$ cat src/rtl/mips_muldiv_pkg.sv
// Shared types and constants for the HI/LO multiply/divide unit.
package mips_muldiv_pkg;

    localparam int unsigned MULDIV_W    = 32;
    localparam int unsigned MULDIV_ITER = 32;
    localparam logic [31:0] DIV0_LO     = 32'hFFFF_FFFF;

    typedef enum logic [1:0] {
        MULT  = 2'b00,
        MULTU = 2'b01,
        DIV   = 2'b10,
        DIVU  = 2'b11
    } muldiv_op_t;

    typedef enum logic [1:0] {
        IDLE = 2'd0,
        RUN  = 2'd1,
        FIX  = 2'd2
    } muldiv_state_t;

    // Two's-complement magnitude of a 32-bit value.
    function automatic logic [31:0] abs32(input logic [31:0] v);
        return v[31] ? 32'(-v) : v;
    endfunction

endpackage

$ cat src/rtl/mips_muldiv_step.sv
// One iteration of the multiplier (add-shift) or the restoring divider (trial-subtract-shift).
module mips_muldiv_step
    import mips_muldiv_pkg::*;
#(
    parameter int unsigned W = MULDIV_W
) (
    input  logic           i_is_div,
    input  logic [2*W-1:0] i_acc,
    input  logic [W-1:0]   i_opnd,
    output logic [2*W-1:0] o_acc
);

    logic [W:0]   w_mul_sum;
    logic [W:0]   w_shifted;
    logic         w_ge;
    logic [W-1:0] w_rem;

    // Multiply: acc = {partial, multiplier}; divide: acc = {remainder, dividend/quotient}.
    always_comb begin
        w_mul_sum = {1'b0, i_acc[2*W-1:W]} + (i_acc[0] ? (W+1)'(i_opnd) : (W+1)'(0));
        w_shifted = {i_acc[2*W-1:W], i_acc[W-1]};
        w_ge      = (w_shifted >= (W+1)'(i_opnd));
        w_rem     = w_ge ? W'(w_shifted - (W+1)'(i_opnd)) : w_shifted[W-1:0];
        if (i_is_div) begin
            o_acc = {w_rem, i_acc[W-2:0], w_ge};
        end else begin
            o_acc = {w_mul_sum, i_acc[W-1:1]};
        end
    end

endmodule

$ cat src/rtl/mips_hilo_muldiv.sv
// Multi-cycle MULT/MULTU/DIV/DIVU unit owning the architectural HI/LO registers.
module mips_hilo_muldiv
    import mips_muldiv_pkg::*;
#(
    parameter int unsigned DATA_W = 32,
    parameter int unsigned ITER   = 32
) (
    input  logic              CLK,
    input  logic              rst,
    input  logic              start,
    input  logic [1:0]        op,
    input  logic [DATA_W-1:0] op_a,
    input  logic [DATA_W-1:0] op_b,
    input  logic              hi_we,
    input  logic              lo_we,
    input  logic [DATA_W-1:0] wr_data,
    output logic              busy,
    output logic              done,
    output logic [DATA_W-1:0] hi,
    output logic [DATA_W-1:0] lo
);

    localparam int unsigned CNT_W = $clog2(ITER) + 1;
    localparam int unsigned ACC_W = 2 * DATA_W;

    muldiv_state_t     r_state, w_state_nxt;
    muldiv_op_t        r_op,    w_op_nxt;
    logic [CNT_W-1:0]  r_cnt,   w_cnt_nxt;
    logic [ACC_W-1:0]  r_acc,   w_acc_nxt;
    logic [DATA_W-1:0] r_opnd,  w_opnd_nxt;
    logic [DATA_W-1:0] r_a_raw, w_a_raw_nxt;
    logic              r_neg_q, w_neg_q_nxt;
    logic              r_neg_r, w_neg_r_nxt;
    logic              r_div0,  w_div0_nxt;
    logic [DATA_W-1:0] r_hi,    w_hi_nxt;
    logic [DATA_W-1:0] r_lo,    w_lo_nxt;
    logic              r_done,  w_done_nxt;

    logic              w_signed;
    logic              w_sgn_a;
    logic              w_sgn_b;
    logic              w_run_div;
    logic [ACC_W-1:0]  w_step_acc;

    assign w_signed  = ~op[0];
    assign w_sgn_a   = w_signed & op_a[DATA_W-1];
    assign w_sgn_b   = w_signed & op_b[DATA_W-1];
    assign w_run_div = (r_op == DIV) || (r_op == DIVU);

    mips_muldiv_step #(.W(DATA_W)) u_step (
        .i_is_div (w_run_div),
        .i_acc    (r_acc),
        .i_opnd   (r_opnd),
        .o_acc    (w_step_acc)
    );

    always_ff @(posedge CLK) begin
        if (rst) begin
            r_state <= IDLE;
            r_op    <= MULT;
            r_cnt   <= '0;
            r_acc   <= '0;
            r_opnd  <= '0;
            r_a_raw <= '0;
            r_neg_q <= 1'b0;
            r_neg_r <= 1'b0;
            r_div0  <= 1'b0;
            r_hi    <= '0;
            r_lo    <= '0;
            r_done  <= 1'b0;
        end else begin
            r_state <= w_state_nxt;
            r_op    <= w_op_nxt;
            r_cnt   <= w_cnt_nxt;
            r_acc   <= w_acc_nxt;
            r_opnd  <= w_opnd_nxt;
            r_a_raw <= w_a_raw_nxt;
            r_neg_q <= w_neg_q_nxt;
            r_neg_r <= w_neg_r_nxt;
            r_div0  <= w_div0_nxt;
            r_hi    <= w_hi_nxt;
            r_lo    <= w_lo_nxt;
            r_done  <= w_done_nxt;
        end
    end

    always_comb begin
        w_state_nxt = r_state;
        w_op_nxt    = r_op;
        w_cnt_nxt   = r_cnt;
        w_acc_nxt   = r_acc;
        w_opnd_nxt  = r_opnd;
        w_a_raw_nxt = r_a_raw;
        w_neg_q_nxt = r_neg_q;
        w_neg_r_nxt = r_neg_r;
        w_div0_nxt  = r_div0;
        w_hi_nxt    = r_hi;
        w_lo_nxt    = r_lo;
        w_done_nxt  = 1'b0;

        unique case (r_state)
            IDLE: begin
                // start takes priority over MTHI/MTLO in the same cycle.
                if (start) begin
                    w_op_nxt    = muldiv_op_t'(op);
                    w_acc_nxt   = {DATA_W'(0), (w_signed ? abs32(op_a) : op_a)};
                    w_opnd_nxt  = w_signed ? abs32(op_b) : op_b;
                    w_a_raw_nxt = op_a;
                    w_neg_q_nxt = w_sgn_a ^ w_sgn_b;
                    w_neg_r_nxt = w_sgn_a;
                    w_div0_nxt  = (op_b == DATA_W'(0));
                    w_cnt_nxt   = '0;
                    w_state_nxt = RUN;
                end else begin
                    if (hi_we) w_hi_nxt = wr_data;
                    if (lo_we) w_lo_nxt = wr_data;
                end
            end
            RUN: begin
                w_acc_nxt = w_step_acc;
                w_cnt_nxt = r_cnt + CNT_W'(1);
                if (r_cnt == CNT_W'(ITER - 1)) w_state_nxt = FIX;
            end
            FIX: begin
                // Divide-by-zero bypasses sign correction and returns the raw dividend.
                if (w_run_div) begin
                    if (r_div0) begin
                        w_hi_nxt = r_a_raw;
                        w_lo_nxt = DIV0_LO;
                    end else begin
                        w_lo_nxt = r_neg_q ? DATA_W'(-r_acc[DATA_W-1:0]) : r_acc[DATA_W-1:0];
                        w_hi_nxt = r_neg_r ? DATA_W'(-r_acc[ACC_W-1:DATA_W]) : r_acc[ACC_W-1:DATA_W];
                    end
                end else begin
                    {w_hi_nxt, w_lo_nxt} = r_neg_q ? ACC_W'(-r_acc) : r_acc;
                end
                w_done_nxt  = 1'b1;
                w_state_nxt = IDLE;
            end
            default: w_state_nxt = IDLE;
        endcase
    end

    assign busy = (r_state != IDLE);
    assign done = r_done;
    assign hi   = r_hi;
    assign lo   = r_lo;

endmodule

$ cat config.mk
export PLATFORM = sky130hd
export DESIGN_NAME = mips_hilo_muldiv
export DESIGN_NICKNAME = d
export VERILOG_FILES = /design/src/rtl/mips_muldiv_pkg.sv /design/src/rtl/mips_muldiv_step.sv /design/src/rtl/mips_hilo_muldiv.sv
export SDC_FILE = /design/constraint.sdc
export NUM_CORES = 1
export LEC_CHECK = 0
export CORE_ASPECT_RATIO = 1.75
export CORE_MARGIN = 2
export CORE_UTILIZATION = 47
export CTS_CLUSTER_DIAMETER = 150
export CTS_CLUSTER_SIZE = 14
export DETAILED_ROUTE_END_ITERATION = 12
export GPL_TIMING_DRIVEN = 0
export PLACE_DENSITY = 0.75
export SYNTH_ARGS = -nofsm -noshare
export SYNTH_HDL_FRONTEND = slang
export SYNTH_SLANG_ARGS = --single-unit
$ cat constraint.sdc
create_clock -name CLK -period 5.8 [get_ports CLK]
set_input_delay 0.58 -clock CLK [delete_from_list [all_inputs] [get_ports CLK]]
set_output_delay 0.58 -clock CLK [all_outputs]
set_load 0.005 [all_outputs]
==> results of run 1 <==
==> synth_stat cells (11+ instances only) <==
cell      number
a211oi_1      95
a21o_1        22
a21oi_1      224
a22oi_1       18
a311oi_1      13
a31oi_1       12
buf_1         18
clkbuf_1     151
dfxtp_1      205
ha_1          69
inv_1         65
mux2i_1       48
nand2_1      263
nand2b_1      26
nand3_1       31
nand4_1       19
nor2_1       219
nor2b_1       14
nor3_1        44
nor4_1        16
o211ai_1      33
o21ai_0      130
o221ai_1      29
o31ai_1       24
o41ai_1       18
or2_2         11
or3_1         26
or4_1         12
xnor2_1      120
xor2_1        76
==> critical path: stages, from the launching register on <==
cell      delay [ns]
dfxtp_1         0.50
inv_1           0.25
clkbuf_1        0.63
ha_1            0.32
or3b_2          0.50
or3_1           0.33
buf_2           0.19
or3_1           0.39
or3_1           0.32
buf_2           0.23
o31ai_1         0.31
xnor2_1         0.11
o211ai_1        0.32
a211oi_1        0.12
==> path summary, 6_finish.rpt <==
| kind | startpoint | to | slack [ns] | cells after the start |
|---|---|---|---|---|
| min reg2reg | lo[22] | lo[22] | 0.46 | 2 |
| min | lo[22] | lo[22] | 0.46 | 2 |
| max reg2reg | r_acc[0] | hi[4] | 1.12 | 13 |
| max | r_acc[0] | hi[4] | 1.12 | 13 |
==> layout make-up <==
type                       count  share of cell area [%]
clock buffer                  18                    2.39
sequential                   205                    21.8
clock inverter                 2                   0.126
timing repair buffer         167                    8.88
multi-input combinational   1755                    58.8
tap                          455                    3.02
buffer                       178                    3.69
antenna                        3                  0.0399
inverter                      65                    1.30
==> registers in the layout, indices dropped and copies added, names as in the netlist <==
name / count
done: 1
r_op: 1
r_div0: 1
r_neg_r: 1
r_state: 2
r_a_raw: 32
r_cnt: 6
hi: 32
r_neg_q: 1
r_opnd: 32
lo: 32
r_acc: 64
==> power breakdown <==
group          switching (uW)  internal, uW
clock network             582           558
logic                     859           484
registers                 109          1500
total                    1550          2540
==> logic make-up after synthesis <==
logic type / share of synthesized area, %
compound gates: 28.9
flops: 25.5
xor+xnor: 10.7
fa+ha+maj: 5.61
mux: 3.05
buf+inv: 5.83
simple gates: 20.4
==> per-stage QoR <==
step           hold slack (ns)  cell area (sq um)  setup WS (ns)
2_1_floorplan            0.431              16100           2.39
3_5_place_dp             0.447              18300           1.29
4_1_cts                  0.456              18800           1.26
6_report                 0.455              18800           1.12
3_3_place_gp             0.441              18300           1.29
5_1_grt                  0.465              18800           1.02
==> per-layer routing <==
metal	global-route usage, %	vias up
met3	11.9	487
met5	0	-
met2	70.2	1029
li1	-	8297
met4	47.3	6
met1	39.4	8637
==> flow_summary.toml, run 1 <==
[worst_hold_path]
hold_class = "flop to flop"

[placement]
gp_congestion = 1.10
port_buffers = 167
post-place-cells = 2825
hpwl_microns = 60900

[sta]
finalCritPeriodShare_pct = 80.6
hold_violations = 0
setup_viol = 0
slew_viol_final = 0
relSlewSlack_pct = 3.71
worstMarginPinSlew_ns = 1.43
rsz0062_at_grt = "no"
tns_ns = 0
min_period_ns = 4.68
worst_clock_skew_ns = 0.0331
fmax_mhz = 214

[final_layout]
final_net_count = 2564
seqCellArea_sq_mm = 0.00410
multi_input_area_sq_mm = 0.0111
layout_commonest_cell = "nand2_1"
fillers = 3314
area_growth_pct = 16.9
layout_common_cells = "263 x nand2_1, 224 x a21oi_1, 219 x nor2_1"
post-route-util_pct = 55.8
layout-drive-gt1-share_pct = 2.18
finalNonFillerCells = 2848

[clock_network]
cts_root_buffer = "clkbuf_16"
cts-hold-fix-buffers = 0
htreeDepth = 1
clkLatencyLatePin_ns = 0.54
path_clk_slew_ns = 0.07
clockBufferDepth = 3
postCtsSetupBuffers = 0
cts_tree = "yes"
cts_buffers = 18
cts_resized = 0
numClockSinks = 205

[critical_path]
path_class = "flop to flop"
arrival_ns = 5.04
crit_path_max_fanout = 10
critPathLaunchType = "flop"
crit_path_end_kind = "flop"
cp.required_ns = 6.16

[floorplan]
start_util_pct = 47.7
fp.dieH_microns = 249
die_area_sq_mm = 0.0358
row_count = 89
core_sq_mm = 0.0337
chipWidth_microns = 144
ioPinCount = 169

[grt]
grt_pass1_vias = 18200
grt-ovfl-total = 0
grt.total_usage_pct = 42.7
grt_max_degree = 15
grt_pass1_wl_microns = 113000
grt_antenna_before_repair = 6

[detailed_routing]
dr.pass1.iters = 5
dr_wl_met3_microns = 6100
ant_nets = 0
route.met2.wl_microns = 36400
wl_per_cell_microns = 27.1
drc = 0
vias = 18500
top_layer = "met5"
routed_wl_microns = 77300
drt_iter0_drc = 1521
met1Wirelength_microns = 23900
vias_per_cell = 6.48

[yosys]
synth_fp_nets = 2377
synth_top_area_share_pct = 25.5
yosysSeqAreaShare_pct = 25.5
avgSynthCellArea_sq_um = 7.31
synth_edf_count = 0
synth_area_sq_mm = 0.0161
ys_ff_latch = 205
netlist_instances = 2203
synth_ff_type = "dfxtp_1"
ys_types = 78
yosys.area.top_type = "dfxtp_1"
async_reset_ff_share_pct = 0
synth.area.top_cells = "dfxtp_1 25%, a21oi_1 7.0%, xnor2_1 6.5%, nand2_1 6.1%, ha_1 5.4%"
synth_warnings = 0

[pwr]
power.density_mw_per_mm2 = 217
power.total_uw = 4090
peakVddDrop_uv = 197
p_leak_uw = 0.00677

[status]
status = "completed"

[run]
max_cap_violations = 0
Note: power is estimated with default switching activity, not from simulation.
==> run 2: changes to the inputs <==
--- a/config.mk
+++ b/config.mk
@@ -12,7 +12,7 @@
 export CTS_CLUSTER_SIZE = 14
 export DETAILED_ROUTE_END_ITERATION = 12
 export GPL_TIMING_DRIVEN = 0
-export PLACE_DENSITY = 0.75
+export PLACE_DENSITY = 0.78
 export SYNTH_ARGS = -nofsm -noshare
 export SYNTH_HDL_FRONTEND = slang
 export SYNTH_SLANG_ARGS = --single-unit
==> constraint.sdc (replaced) <==
create_clock -name CLK -period 4.3 [get_ports CLK]
set_input_delay 0.43 -clock CLK [delete_from_list [all_inputs] [get_ports CLK]]
set_output_delay 0.43 -clock CLK [all_outputs]
set_load 0.005 [all_outputs]
==> flow_summary.toml, run 2 (synthesis gave the netlist of run 1 again) <==
[grt]
grt_antenna_before_repair = 3
grt_pass1_wl_microns = 117000
grt.total_usage_pct = 44.6
grt_pass1_vias = 18600
grt-ovfl-total = 0
grt_max_degree = 15

[placement]
hpwl_microns = 64200
gp_congestion = 1.03
port_buffers = 167
placed_area_sq_mm = 0.0184

[critical_path]
cp.depth = 13
critPathTopFamily = "simple AND/OR/NAND/NOR gates"
crit_path_end_kind = "flop"
crit_path_max_incr_delay_ns = 0.61
path_class = "flop to flop"
cp_num_buf_inv = 4
critPathLaunchType = "flop"
arrival_ns = 4.56
crit_chain = "inv_2 > buf_4 > ha_1 > or3b_2 > or3_1 > buf_2 > or3_1 > or3_1 > buf_2 > o31ai_2 > xnor2_1 > o211ai_1 > a211oi_1"
cpMostUsedCell = "or3_1"
r2r_cells = 13
reg2reg_slack_ns = 0.10
critPathSlowestCell = "o211ai_1"
crit_path_max_fanout = 10
cp.required_ns = 4.67

[final_layout]
fin_area_sq_mm = 0.0189
post-route-util_pct = 55.9
layout_common_cells = "263 x nand2_1, 224 x a21oi_1, 219 x nor2_1"
layout-drive-gt1-share_pct = 2.59
top_register = "r_acc"
multi_input_area_sq_mm = 0.0111
final_net_count = 2565
seqCellArea_sq_mm = 0.00411
layout_commonest_cell = "nand2_1"
fillers = 3341
largest_reg_flops = 64
area_growth_pct = 17.2

[floorplan]
ioPinCount = 169
row_count = 89
core_sq_mm = 0.0337
start_util_pct = 47.7
chipWidth_microns = 144
die_area_sq_mm = 0.0358
fp.dieH_microns = 249

[clock_network]
cts_root_buffer = "clkbuf_16"
cts-hold-fix-buffers = 0
cts_tree = "yes"
numClockSinks = 205
postCtsSetupBuffers = 0
clkLatencyLatePin_ns = 0.55
clockBufferDepth = 3
htreeDepth = 1
cts_buffers = 18
path_clk_slew_ns = 0.08

[sta]
worst_clock_skew_ns = 0.0386
rsz0062_at_grt = "no"
min_period_ns = 4.20
worstMarginPinSlew_ns = 1.22
hold_violations = 0
setup_viol = 0
relSlewSlack_pct = 19.0
slew_viol_final = 0
finalCritPeriodShare_pct = 97.6
fmax_mhz = 238

[worst_hold_path]
whs_path_depth = 2
hold_class = "flop to flop"

[detailed_routing]
dr.pass1.iters = 6
dr_wl_met3_microns = 5770
top_layer = "met5"
vias = 18500
drc = 0
vias_per_cell = 6.49
routed_wl_microns = 80900
met1Wirelength_microns = 24900
route.met2.wl_microns = 38400
ant_nets = 0
drt_iter0_drc = 1542
wl_per_cell_microns = 28.4

[status]
status = "completed"

[pwr]
power.total_uw = 5550
power.density_mw_per_mm2 = 294
p_leak_uw = 0.00679
peakVddDrop_uv = 248

[run]
max_cap_violations = 0
-- run 2: layer usage --
metal,vias up,GRT usage [%]
li1,8327,-
met1,8639,40.7
met2,1026,75.2
met3,488,10.0
met4,2,50.1
met5,-,0
-- run 2: final timing paths --
path,start,endpoint
setup / recovery,r_acc[0],hi[4]
hold / removal,hi[22],hi[22]
setup reg to reg,r_acc[0],hi[4]
hold reg to reg,hi[22],hi[22]
-- run 2: stage by stage --
stage / std cells / hold WS, ns / setup slack [ns] / setup TNS [ns]
after floorplan: 2203 / 0.431 / 0.891 / 0
after global placement: 2825 / 0.439 / -0.188 / -1.30
after detailed placement: 2826 / 0.443 / -0.155 / -0.709
after CTS: 2846 / 0.452 / 0.0654 / 0
after global routing: 2846 / 0.473 / 0.0151 / 0
final: 2847 / 0.451 / 0.101 / 0
-- run 2: worst register-to-register path, cell delays in order (launching register included) --
cell and delay (ns):
dfxtp_2 0.43, inv_2 0.15, buf_4 0.25, ha_1 0.19
or3b_2 0.49, or3_1 0.32, buf_2 0.20, or3_1 0.39
or3_1 0.32, buf_2 0.21, o31ai_2 0.23, xnor2_1 0.09
o211ai_1 0.61, a211oi_1 0.15
-- run 2: cell type report --
type	count	share of cell area [%]
diodes	1	0.0133
plain buffers	178	3.71
clock buffers	18	2.39
clock inverters	2	0.199
inverters	65	1.29
multi-input cells	1755	58.7
flip-flops and latches	205	21.8
well taps	455	3.02
repair buffers	168	8.88
-- run 2: power breakdown --
group	switching, uW	internal (uW)
Sequential	153	2020
Combinational	1180	656
Clock	789	757
-- run 2: what timing repair did --
action,CTS,global route
gates resized for setup,3,12
pin swaps,0,1
setup endpoints to repair,12,23
==> run 3: changes to the inputs <==
--- a/config.mk
+++ b/config.mk
@@ -6,7 +6,6 @@
 export NUM_CORES = 1
 export LEC_CHECK = 0
 export CORE_ASPECT_RATIO = 1.75
-export CORE_MARGIN = 2
 export CORE_UTILIZATION = 47
 export CTS_CLUSTER_DIAMETER = 150
 export CTS_CLUSTER_SIZE = 14
==> flow_summary.toml, run 3 (synthesis gave the netlist of run 1 again) <==
[floorplan]
start_util_pct = 47.7
core_sq_mm = 0.0337
fp.dieH_microns = 247
die_area_sq_mm = 0.0350
chipWidth_microns = 142
row_count = 89
ioPinCount = 169

[final_layout]
layout_commonest_cell = "nand2_1"
fillers = 3385
fin_area_sq_mm = 0.0189
area_growth_pct = 17.2
largest_reg_flops = 64
layout-drive-gt1-share_pct = 2.59
final_net_count = 2565
top_register = "r_acc"
layout_common_cells = "263 x nand2_1, 224 x a21oi_1, 219 x nor2_1"

[sta]
fmax_mhz = 237
setup_viol = 0
slew_viol_final = 0
worst_clock_skew_ns = 0.0398
min_period_ns = 4.22
rsz0062_at_grt = "no"
hold_violations = 0
finalCritPeriodShare_pct = 98.1
worstMarginPinSlew_ns = 1.31
hold-worst-slack_ns = 0.454
relSlewSlack_pct = 11.7

[critical_path]
crit_path_end_kind = "flop"
critPathLaunchType = "flop"
cp.required_ns = 4.74
crit_path_max_fanout = 10
path_class = "flop to flop"
arrival_ns = 4.66
reg2reg_slack_ns = 0.08

[pwr]
power.total_uw = 5530
p_leak_uw = 0.00680
peakVddDrop_uv = 229
power.density_mw_per_mm2 = 293

[detailed_routing]
ant_nets = 0
vias = 18400
wl_per_cell_microns = 28.2
dr.pass1.iters = 6
vias_per_cell = 6.48
drc = 0
drt_iter0_drc = 1340
routed_wl_microns = 80300

[clock_network]
clkLatencyLatePin_ns = 0.55
cts_root_buffer = "clkbuf_16"
htreeDepth = 1
cts_buffers = 18
clockBufferDepth = 3
cts_tree = "yes"
numClockSinks = 205
path_clk_slew_ns = 0.07

[grt]
grt-ovfl-total = 0
grt_pass1_vias = 18400
grt_pass1_wl_microns = 117000
grt_antenna_before_repair = 5
grt.total_usage_pct = 46.2
grt_max_degree = 15

[placement]
port_buffers = 167
placed_area_sq_mm = 0.0184
gp_congestion = 1.06
hpwl_microns = 63600

[worst_hold_path]
hold_class = "flop to flop"

[status]
status = "completed"

[run]
max_cap_violations = 0
[run 3: layout make-up]
| class | count | area, sq um | area share (%) |
|---|---|---|---|
| antenna | 2 | 5.00 | 0.0265 |
| inverter | 65 | 244 | 1.29 |
| timing repair buffer | 168 | 1680 | 8.88 |
| clock buffer | 18 | 450 | 2.39 |
| clock inverter | 2 | 37.5 | 0.199 |
| sequential | 205 | 4110 | 21.7 |
| multi-input combinational | 1755 | 11100 | 58.7 |
| buffer | 178 | 701 | 3.71 |
| tap | 455 | 569 | 3.02 |
[run 3: layer usage]
layer / vias to the layer above / track usage (%) / routed length, microns
met2: 1035 / 79.5 / 38800
met4: 6 / 53.9 / 10900
li1: 8322 / - / -
met1: 8620 / 41.0 / 24500
met3: 464 / 11.4 / 6080
met5: - / 0 / 42
[run 3: where the power goes]
| group | internal (uW) | switching, uW | total (uW) |
|---|---|---|---|
| registers | 2020 | 153 | 2170 |
| logic | 657 | 1160 | 1820 |
| clock network | 757 | 789 | 1550 |
[run 3: metrics by stage]
stage	util (%)	worst slack (ns)	std cells	TNS (ns)
6_report	56.0	0.0818	2848	0
5_1_grt	55.9	0.0164	2846	0
4_1_cts	55.9	0.0116	2846	0
3_5_place_dp	54.4	-0.284	2826	-1.66
3_3_place_gp	54.4	-0.408	2825	-2.02
2_1_floorplan	-	0.891	2203	0
[run 3: timing repair]
item                       CTS  global route
buffers inserted             0             0
pin swaps                    0             1
hold buffers                 0             0
gates resized for setup      5            10
setup endpoints to repair   14            20
[run 3: path summary, 6_finish.rpt]
check	from	depth (start not counted)	endpoint
worst max-delay path	r_acc[0]	14	hi[12]
worst min-delay path	lo[8]	2	lo[8]
worst max register to register	r_acc[0]	14	hi[12]
worst min register to register	lo[8]	2	lo[8]
[run 3: critical path: stages, from the launching register on]
cell,delay [ns]
dfxtp_2,0.43
inv_1,0.21
clkbuf_4,0.30
ha_1,0.19
or3b_2,0.49
or3_1,0.35
buf_2,0.22
or3_1,0.40
or3_1,0.36
buf_2,0.22
o21ai_0,0.22
xor2_1,0.09
o211ai_1,0.22
o211ai_1,0.19
a21oi_1,0.21
